===== src/rtl/mc_control_pkg.sv =====
// Shared encodings for the TSC multi-cycle control unit: ISA opcodes/funcs,
// ALU function codes, FSM states, instruction classes and datapath selects.
package mc_control_pkg;

  localparam logic [3:0] OP_BNE = 4'd0;
  localparam logic [3:0] OP_BEQ = 4'd1;
  localparam logic [3:0] OP_BGZ = 4'd2;
  localparam logic [3:0] OP_BLZ = 4'd3;
  localparam logic [3:0] OP_ADI = 4'd4;
  localparam logic [3:0] OP_ORI = 4'd5;
  localparam logic [3:0] OP_LHI = 4'd6;
  localparam logic [3:0] OP_LWD = 4'd7;
  localparam logic [3:0] OP_SWD = 4'd8;
  localparam logic [3:0] OP_JMP = 4'd9;
  localparam logic [3:0] OP_JAL = 4'd10;
  localparam logic [3:0] OP_ALU = 4'd15;

  localparam logic [5:0] FN_JPR = 6'd25;
  localparam logic [5:0] FN_JRL = 6'd26;
  localparam logic [5:0] FN_WWD = 6'd28;
  localparam logic [5:0] FN_HLT = 6'd29;

  localparam logic [2:0] FUNC_ADD = 3'd0;
  localparam logic [2:0] FUNC_SUB = 3'd1;
  localparam logic [2:0] FUNC_AND = 3'd2;
  localparam logic [2:0] FUNC_ORR = 3'd3;
  localparam logic [2:0] FUNC_NOT = 3'd4;
  localparam logic [2:0] FUNC_TCP = 3'd5;
  localparam logic [2:0] FUNC_SHL = 3'd6;
  localparam logic [2:0] FUNC_SHR = 3'd7;

  typedef enum logic [3:0] {
    S_IF, S_ID, S_EX_R, S_EX_I, S_EX_M, S_EX_B,
    S_MEM_RD, S_MEM_WR, S_WB_R, S_WB_I, S_WB_M, S_HALT
  } state_t;

  typedef enum logic [3:0] {
    CLS_R_ALU, CLS_IMM, CLS_LOAD, CLS_STORE, CLS_BRANCH, CLS_JUMP,
    CLS_JUMP_LINK, CLS_JREG, CLS_JREG_LINK, CLS_WWD, CLS_HLT, CLS_NOP
  } iclass_t;

  localparam logic [1:0] SRCA_PC   = 2'd0;
  localparam logic [1:0] SRCA_A    = 2'd1;
  localparam logic [1:0] SRCA_ZERO = 2'd2;

  localparam logic [2:0] SRCB_B    = 3'd0;
  localparam logic [2:0] SRCB_ONE  = 3'd1;
  localparam logic [2:0] SRCB_SEXT = 3'd2;
  localparam logic [2:0] SRCB_ZEXT = 3'd3;
  localparam logic [2:0] SRCB_HI   = 3'd4;

  localparam logic [1:0] PCSRC_ALU    = 2'd0;
  localparam logic [1:0] PCSRC_ALUOUT = 2'd1;
  localparam logic [1:0] PCSRC_JUMP   = 2'd2;
  localparam logic [1:0] PCSRC_REG    = 2'd3;

  localparam logic [1:0] DST_RT   = 2'd0;
  localparam logic [1:0] DST_RD   = 2'd1;
  localparam logic [1:0] DST_LINK = 2'd2;

  localparam logic [1:0] WB_ALUOUT = 2'd0;
  localparam logic [1:0] WB_MDR    = 2'd1;
  localparam logic [1:0] WB_PC     = 2'd2;

  // Decoded instruction: class plus the ALU setup its execute state uses.
  typedef struct packed {
    iclass_t    cls;
    logic [1:0] src_a;
    logic [2:0] src_b;
    logic [2:0] func;
  } dec_t;

  function automatic logic is_alu_func(input logic [5:0] fn);
    return fn[5:3] == 3'b000;
  endfunction

endpackage


===== src/rtl/mc_decode.sv =====
// Combinational instruction classifier; also picks the execute-stage ALU
// operands so the FSM never has to look at raw opcode bits.
module mc_decode
  import mc_control_pkg::*;
(
  input  logic [15:0] instr,
  output dec_t        dec
);

  logic [3:0] op;
  logic [5:0] fn;

  assign op = instr[15:12];
  assign fn = instr[5:0];

  always_comb begin
    dec.cls   = CLS_NOP;
    dec.src_a = SRCA_A;
    dec.src_b = SRCB_B;
    dec.func  = FUNC_ADD;
    case (op)
      OP_BNE, OP_BEQ, OP_BGZ, OP_BLZ: dec.cls = CLS_BRANCH;
      OP_ADI: begin
        dec.cls   = CLS_IMM;
        dec.src_b = SRCB_SEXT;
      end
      OP_ORI: begin
        dec.cls   = CLS_IMM;
        dec.src_b = SRCB_ZEXT;
        dec.func  = FUNC_ORR;
      end
      OP_LHI: begin
        dec.cls   = CLS_IMM;
        dec.src_a = SRCA_ZERO;
        dec.src_b = SRCB_HI;
      end
      OP_LWD: begin
        dec.cls   = CLS_LOAD;
        dec.src_b = SRCB_SEXT;
      end
      OP_SWD: begin
        dec.cls   = CLS_STORE;
        dec.src_b = SRCB_SEXT;
      end
      OP_JMP: dec.cls = CLS_JUMP;
      OP_JAL: dec.cls = CLS_JUMP_LINK;
      OP_ALU: begin
        if (is_alu_func(fn)) begin
          dec.cls  = CLS_R_ALU;
          dec.func = fn[2:0];
        end else begin
          case (fn)
            FN_JPR:  dec.cls = CLS_JREG;
            FN_JRL:  dec.cls = CLS_JREG_LINK;
            FN_WWD:  dec.cls = CLS_WWD;
            FN_HLT:  dec.cls = CLS_HLT;
            default: dec.cls = CLS_NOP;
          endcase
        end
      end
      default: dec.cls = CLS_NOP;
    endcase
  end

endmodule


===== src/rtl/mc_control.sv =====
// Multi-cycle control FSM for the 16-bit TSC CPU: sequences the shared
// datapath, counts retired instructions and holds the halt flag.
module mc_control
  import mc_control_pkg::*;
(
  input  logic        clk,
  input  logic        reset_n,
  input  logic [15:0] instr,
  input  logic        mem_ready,
  input  logic        br_cond,
  output logic        mem_read,
  output logic        mem_write,
  output logic        i_or_d,
  output logic        ir_write,
  output logic        pc_write,
  output logic [1:0]  pc_source,
  output logic [1:0]  alu_src_a,
  output logic [2:0]  alu_src_b,
  output logic [2:0]  func_code,
  output logic        reg_write,
  output logic [1:0]  reg_dst,
  output logic [1:0]  mem_to_reg,
  output logic        output_en,
  output logic        is_halted,
  output logic [15:0] num_inst
);

  state_t      state;
  state_t      state_nx;
  dec_t        dec;
  logic [15:0] num_inst_q;
  logic        retire;
  logic        unused_fields;

  // Register specifiers and immediates are consumed by the datapath only.
  assign unused_fields = ^instr[11:6];

  mc_decode u_decode (
    .instr (instr),
    .dec   (dec)
  );

  always_ff @(posedge clk) begin
    if (!reset_n) begin
      state      <= S_IF;
      num_inst_q <= '0;
    end else begin
      state <= state_nx;
      if (retire) num_inst_q <= num_inst_q + 16'd1;
    end
  end

  // An instruction retires on the edge that leaves its last state.
  assign retire = ((state_nx == S_IF)   && (state != S_IF)) ||
                  ((state_nx == S_HALT) && (state != S_HALT));

  assign num_inst = reset_n ? num_inst_q : 16'd0;

  always_comb begin
    state_nx   = state;
    mem_read   = 1'b0;
    mem_write  = 1'b0;
    i_or_d     = 1'b0;
    ir_write   = 1'b0;
    pc_write   = 1'b0;
    pc_source  = PCSRC_ALU;
    alu_src_a  = SRCA_PC;
    alu_src_b  = SRCB_B;
    func_code  = FUNC_ADD;
    reg_write  = 1'b0;
    reg_dst    = DST_RT;
    mem_to_reg = WB_ALUOUT;
    output_en  = 1'b0;
    is_halted  = 1'b0;
    if (reset_n) begin
      case (state)
        S_IF: begin
          mem_read = 1'b1;
          if (mem_ready) begin
            ir_write  = 1'b1;
            pc_write  = 1'b1;
            alu_src_b = SRCB_ONE;
            state_nx  = S_ID;
          end
        end
        S_ID: begin
          // ALU forms PC+sext(imm) here; it lands in ALUOut as branch target.
          alu_src_b = SRCB_SEXT;
          state_nx  = S_IF;
          case (dec.cls)
            CLS_R_ALU:  state_nx = S_EX_R;
            CLS_IMM:    state_nx = S_EX_I;
            CLS_LOAD,
            CLS_STORE:  state_nx = S_EX_M;
            CLS_BRANCH: state_nx = S_EX_B;
            CLS_JUMP: begin
              pc_write  = 1'b1;
              pc_source = PCSRC_JUMP;
            end
            CLS_JUMP_LINK: begin
              pc_write   = 1'b1;
              pc_source  = PCSRC_JUMP;
              reg_write  = 1'b1;
              reg_dst    = DST_LINK;
              mem_to_reg = WB_PC;
            end
            CLS_JREG: begin
              pc_write  = 1'b1;
              pc_source = PCSRC_REG;
            end
            CLS_JREG_LINK: begin
              pc_write   = 1'b1;
              pc_source  = PCSRC_REG;
              reg_write  = 1'b1;
              reg_dst    = DST_LINK;
              mem_to_reg = WB_PC;
            end
            CLS_WWD:  output_en = 1'b1;
            CLS_HLT:  state_nx  = S_HALT;
            default:  state_nx  = S_IF;
          endcase
        end
        S_EX_R, S_EX_I, S_EX_M: begin
          alu_src_a = dec.src_a;
          alu_src_b = dec.src_b;
          func_code = dec.func;
          if (state == S_EX_R)             state_nx = S_WB_R;
          else if (state == S_EX_I)        state_nx = S_WB_I;
          else if (dec.cls == CLS_STORE)   state_nx = S_MEM_WR;
          else                             state_nx = S_MEM_RD;
        end
        S_EX_B: begin
          pc_write  = br_cond;
          pc_source = PCSRC_ALUOUT;
          state_nx  = S_IF;
        end
        S_MEM_RD: begin
          mem_read = 1'b1;
          i_or_d   = 1'b1;
          if (mem_ready) state_nx = S_WB_M;
        end
        S_MEM_WR: begin
          mem_write = 1'b1;
          i_or_d    = 1'b1;
          if (mem_ready) state_nx = S_IF;
        end
        S_WB_R: begin
          reg_write = 1'b1;
          reg_dst   = DST_RD;
          state_nx  = S_IF;
        end
        S_WB_I: begin
          reg_write = 1'b1;
          state_nx  = S_IF;
        end
        S_WB_M: begin
          reg_write  = 1'b1;
          mem_to_reg = WB_MDR;
          state_nx   = S_IF;
        end
        S_HALT: is_halted = 1'b1;
        default: state_nx = S_IF;
      endcase
    end
  end

endmodule


===== config.mk =====
export PLATFORM = sky130hd
export DESIGN_NAME = mc_control
export DESIGN_NICKNAME = d
export VERILOG_FILES = /design/src/rtl/mc_control_pkg.sv /design/src/rtl/mc_decode.sv /design/src/rtl/mc_control.sv
export SDC_FILE = /design/constraint.sdc
export NUM_CORES = 1
export LEC_CHECK = 0
export BUFFER_PORTS_ARGS = -buffer_cell sky130_fd_sc_hd__buf_4
export CAP_MARGIN = 20
export CORE_ASPECT_RATIO = 1.2
export CORE_UTILIZATION = 55
export DETAILED_ROUTE_END_ITERATION = 10
export PLACE_DENSITY = 0.95
export SLEW_MARGIN = 20
export SYNTH_ARGS = -nofsm -noshare
export SYNTH_HDL_FRONTEND = slang
export SYNTH_HIERARCHICAL = 1
export SYNTH_SLANG_ARGS = --single-unit

===== constraint.sdc =====
create_clock -name clk -period 7.45 [get_ports clk]
set_input_delay 0.745 -clock clk [delete_from_list [all_inputs] [get_ports clk]]
set_output_delay 0.745 -clock clk [all_outputs]
set_load 0.005 [all_outputs]

==> results.md <==
* Largest fanout on the critical path at 30
* Synth Flop Type: dfxtp_1
* Die outline width at 58.4 um
* Crit path time final at about 3.8 ns
* Fraction of registers with async set/reset at 0%
* Post-detailed-placement half-perimeter wirelength at about 3500 um
* Per-cell via count in the routed design at between 5 and 6
* Total vias in the final route at 2,121
* Die Area at about 4100 um2
* Wire length of the first global-routing pass at between 8000 and 9000 um
* Most used standard cell by instance count after synthesis: and2_1
* Start-to-end type of the worst setup path: in -> reg
* Setup Buffers After CTS at 0
* Endpoint of the worst register-to-register path: num_inst_q[8]
* Crit share post-route at 50.6%
* Clock network fraction of total power at ~34%
* Clock edge transition at the registers on the reported setup and hold paths at ~0.070 ns
* Initial Utilization at between 50% and 60%
* Critical path destination: num_inst_q[8]
* Average size of a mapped cell at between 7 and 8 um2
* Launch point of the worst path: instr[14]
* Ports placed on the boundary at 58
* Initial antenna violation count at 0
* Portion of total power attributed to sequential cells at between 30% and 40%
* Clock latency reported for the late side of the worst-skew pair at 0.26 ns
* Hold buffers post-CTS at 0
* Gr ovfl total at 0
* Clock sinks at 20
* Clock skew after layout at between 0.003 and 0.004 ns
* Die Y-Extent at ~70 um
* Combined global-route utilization of all metal layers at 24.7%
* DRT antenna net count at 0
* Count of input and output buffers at 51
* Number of enable flip-flop cells after synthesis at 0
* Leakage power of the design at a little under 1 nW
* Share of final-layout standard cells stronger than drive strength 1 at between 20% and 30%
* Synth top area cells: dfxtp_1 19%, and2_1 8.0%, a21oi_1 5.0%
* Number of CTS-inserted buffers at 3
* TritonCTS clock tree: yes
* Number of antenna cells inserted at 0
* Cell Int Power at 0.223 mW
* Pwr per Cell Area at between 100 and 150 nW/um2
* Count of distinct cell types in the synthesized netlist at 67
* Critical Path Source Type: input pin
* Cells after Synth at ~280
* Vias in the first global route at roughly 2,000
* Fill cell instance count of the final layout at just over 300
* Drt drc at 0
* CP Capture Type: flop
* Outcome: finished, final reports clean
* Required time at the worst-slack endpoint at ~7.6 ns
* Peak supply drop at just under 70 uV
* Final TNS setup at 0 ns
* Startpoint of the worst-slack reg-to-reg timing path: state[3]
* Path type of the worst min-delay path: reg -> reg
* Worst rel slew slack at ~46%
* Placeable Area at about 3600 um2
* Tightest Pin Transition at ~0.81 ns
* Cell Area, Synth at 2100 um2
* Largest area contributor in the synthesized netlist: dfxtp_1
* Cell at the root of the clock tree: clkbuf_8
* Worst reg-to-reg path cell count at 7
* Largest net degree at the start of global routing at 31
* Average detailed-routed wire length per instance at between 10 and 15 um
* Number of max-cap violations at 0
* Crit path DAT at just under 4 ns
* Number of nets produced by synthesis at ~300
* Weighted congestion reported at the end of routability-driven placement at around 0.84
* WL final at about 4900 um
* Net switching power at slightly above 0.1 mW
* Number of slew-limit violations in the final report at 0
* Number of failing setup endpoints in the final timing report at 0
* Synthesized flop and latch total at 20
* Placement-stage worst setup slack at about 3.2 ns
* Clock H-tree levels at 1
* Detailed-routing iteration count for the pre-antenna-repair pass at 4
* Max clock buf depth at 2
* Hold violation count in the final report at 0
* Post-cts gate resize count at 0
* Area fraction of the dominant cell type after synthesis at 19.1%
* Sequential share of the synthesized area at between 10% and 20%
* Final setup slack of the worst path at 3.68 ns
* Detailed router's first-iteration violation count at just over 90
* Sw Ratio at approximately 31%
* Net count, final at between 300 and 400
* Highest clock rate at 0.265 GHz
* Syn. warnings at 6
* Commonest cells in the netlist: 27 x and2_1, 21 x a21oi_1, 20 x dfxtp_1, 17 x nor2_1, 15 x or3_1
* Gate power share at 28.9%
* Placement Rows at 24
* Unrepaired setup endpoints after global routing: false
* Area overhead of the layout relative to synthesis at 17.5%
* R2r setup slk at 4.64 ns
==> metrics by stage <==
| step | util (%) | total power, mW | hold WS, ns | cell area (um2) | std cells |
|---|---|---|---|---|---|
| 2_1_floorplan | - | 0.199 | 0.459 | 2100 | 277 |
| 3_3_place_gp | 65.7 | 0.211 | 0.466 | 2390 | 356 |
| 3_5_place_dp | 65.7 | 0.214 | 0.490 | 2390 | 356 |
| 4_1_cts | 67.7 | 0.325 | 0.503 | 2460 | 360 |
| 5_1_grt | 67.9 | 0.342 | 0.537 | 2470 | 360 |
| 6_report | 67.9 | 0.324 | 0.501 | 2470 | 360 |
==> cells by family after synthesis <==
logic type               after synthesis  synth area share, %
buffers and inverters                 34                 9.65
multiplexers                           5                 2.62
AND/OR/NAND/NOR                      145                 44.2
adder cells (fa/ha/maj)                1                0.595
flip-flops                            20                 19.1
AO/OA/AOI/OAI                         70                 23.1
XOR/XNOR                               2                0.834
==> state kept, by name, indices dropped and copies added, names as in the netlist <==
| signal | cells |
|---|---|
| num_inst_q | 16 |
| state | 4 |
==> layout make-up <==
type                    instances  area (um2)  share of cell area, %
well taps                      52        65.1                   2.64
clock buffers                   3        41.3                   1.67
inverters                       9        33.8                   1.37
flip-flops and latches         20         400                   16.2
repair buffers                 52         390                   15.8
multi-input cells             223        1510                   61.1
clock inverters                 1        30.0                   1.22
==> worst min-delay path by stage <==
stage                   start              to  slack (ns)  depth (start not counted)
2_1_floorplan  num_inst_q[15]  num_inst_q[15]        0.46                          2
3_3_place_gp   num_inst_q[15]  num_inst_q[15]        0.47                          2
3_5_place_dp   num_inst_q[15]  num_inst_q[15]        0.49                          2
4_1_cts        num_inst_q[15]  num_inst_q[15]        0.50                          2
5_1_grt         num_inst_q[9]   num_inst_q[9]        0.54                          2
6_report       num_inst_q[15]  num_inst_q[15]        0.50                          2
==> layer usage <==
layer  GRT usage, %  routed length (um)  vias to the layer above
li1               -                   -                     1077
met1           27.6                2020                      960
met2           44.8                2520                       77
met3           3.73                 242                        7
met4           10.6                  68                        0
met5              0                   0                        -
==> cells in the final DEF, fill, tap and decap left out, types with 4 or more instances in the layout <==
cell / n
nand2b_1: 8
nand2_1: 10
or3_1: 15
nor2_1: 17
nand4_1: 4
inv_1: 8
and2_1: 27
o21ai_1: 9
nor3_1: 10
dfxtp_1: 20
nor2b_1: 6
a21oi_1: 21
o21ai_0: 10
nand3_1: 14
and3_1: 7
buf_4: 52
==> power groups by stage <==
stage                     Combinational [mW]  Sequential [mW]  Clock (mW)
final                                 0.0936            0.122       0.109
after global routing                   0.104            0.123       0.115
after CTS                             0.0917            0.122       0.111
after detailed placement              0.0899            0.124           0
after global placement                0.0872            0.124           0
after floorplan                       0.0829            0.116           0
==> worst max-delay path: stages <==
cell      delay [ns]
buf_4           0.16
nand4_4         0.12
nand2b_4        0.16
o311ai_2        0.73
nor4b_1         0.14
o31ai_1         0.30
nand4_1         0.14
a22oi_1         0.34
mux2i_4         0.71
o21ai_0         0.24
a21oi_1         0.17
Note: power is estimated with default switching activity, not from simulation.
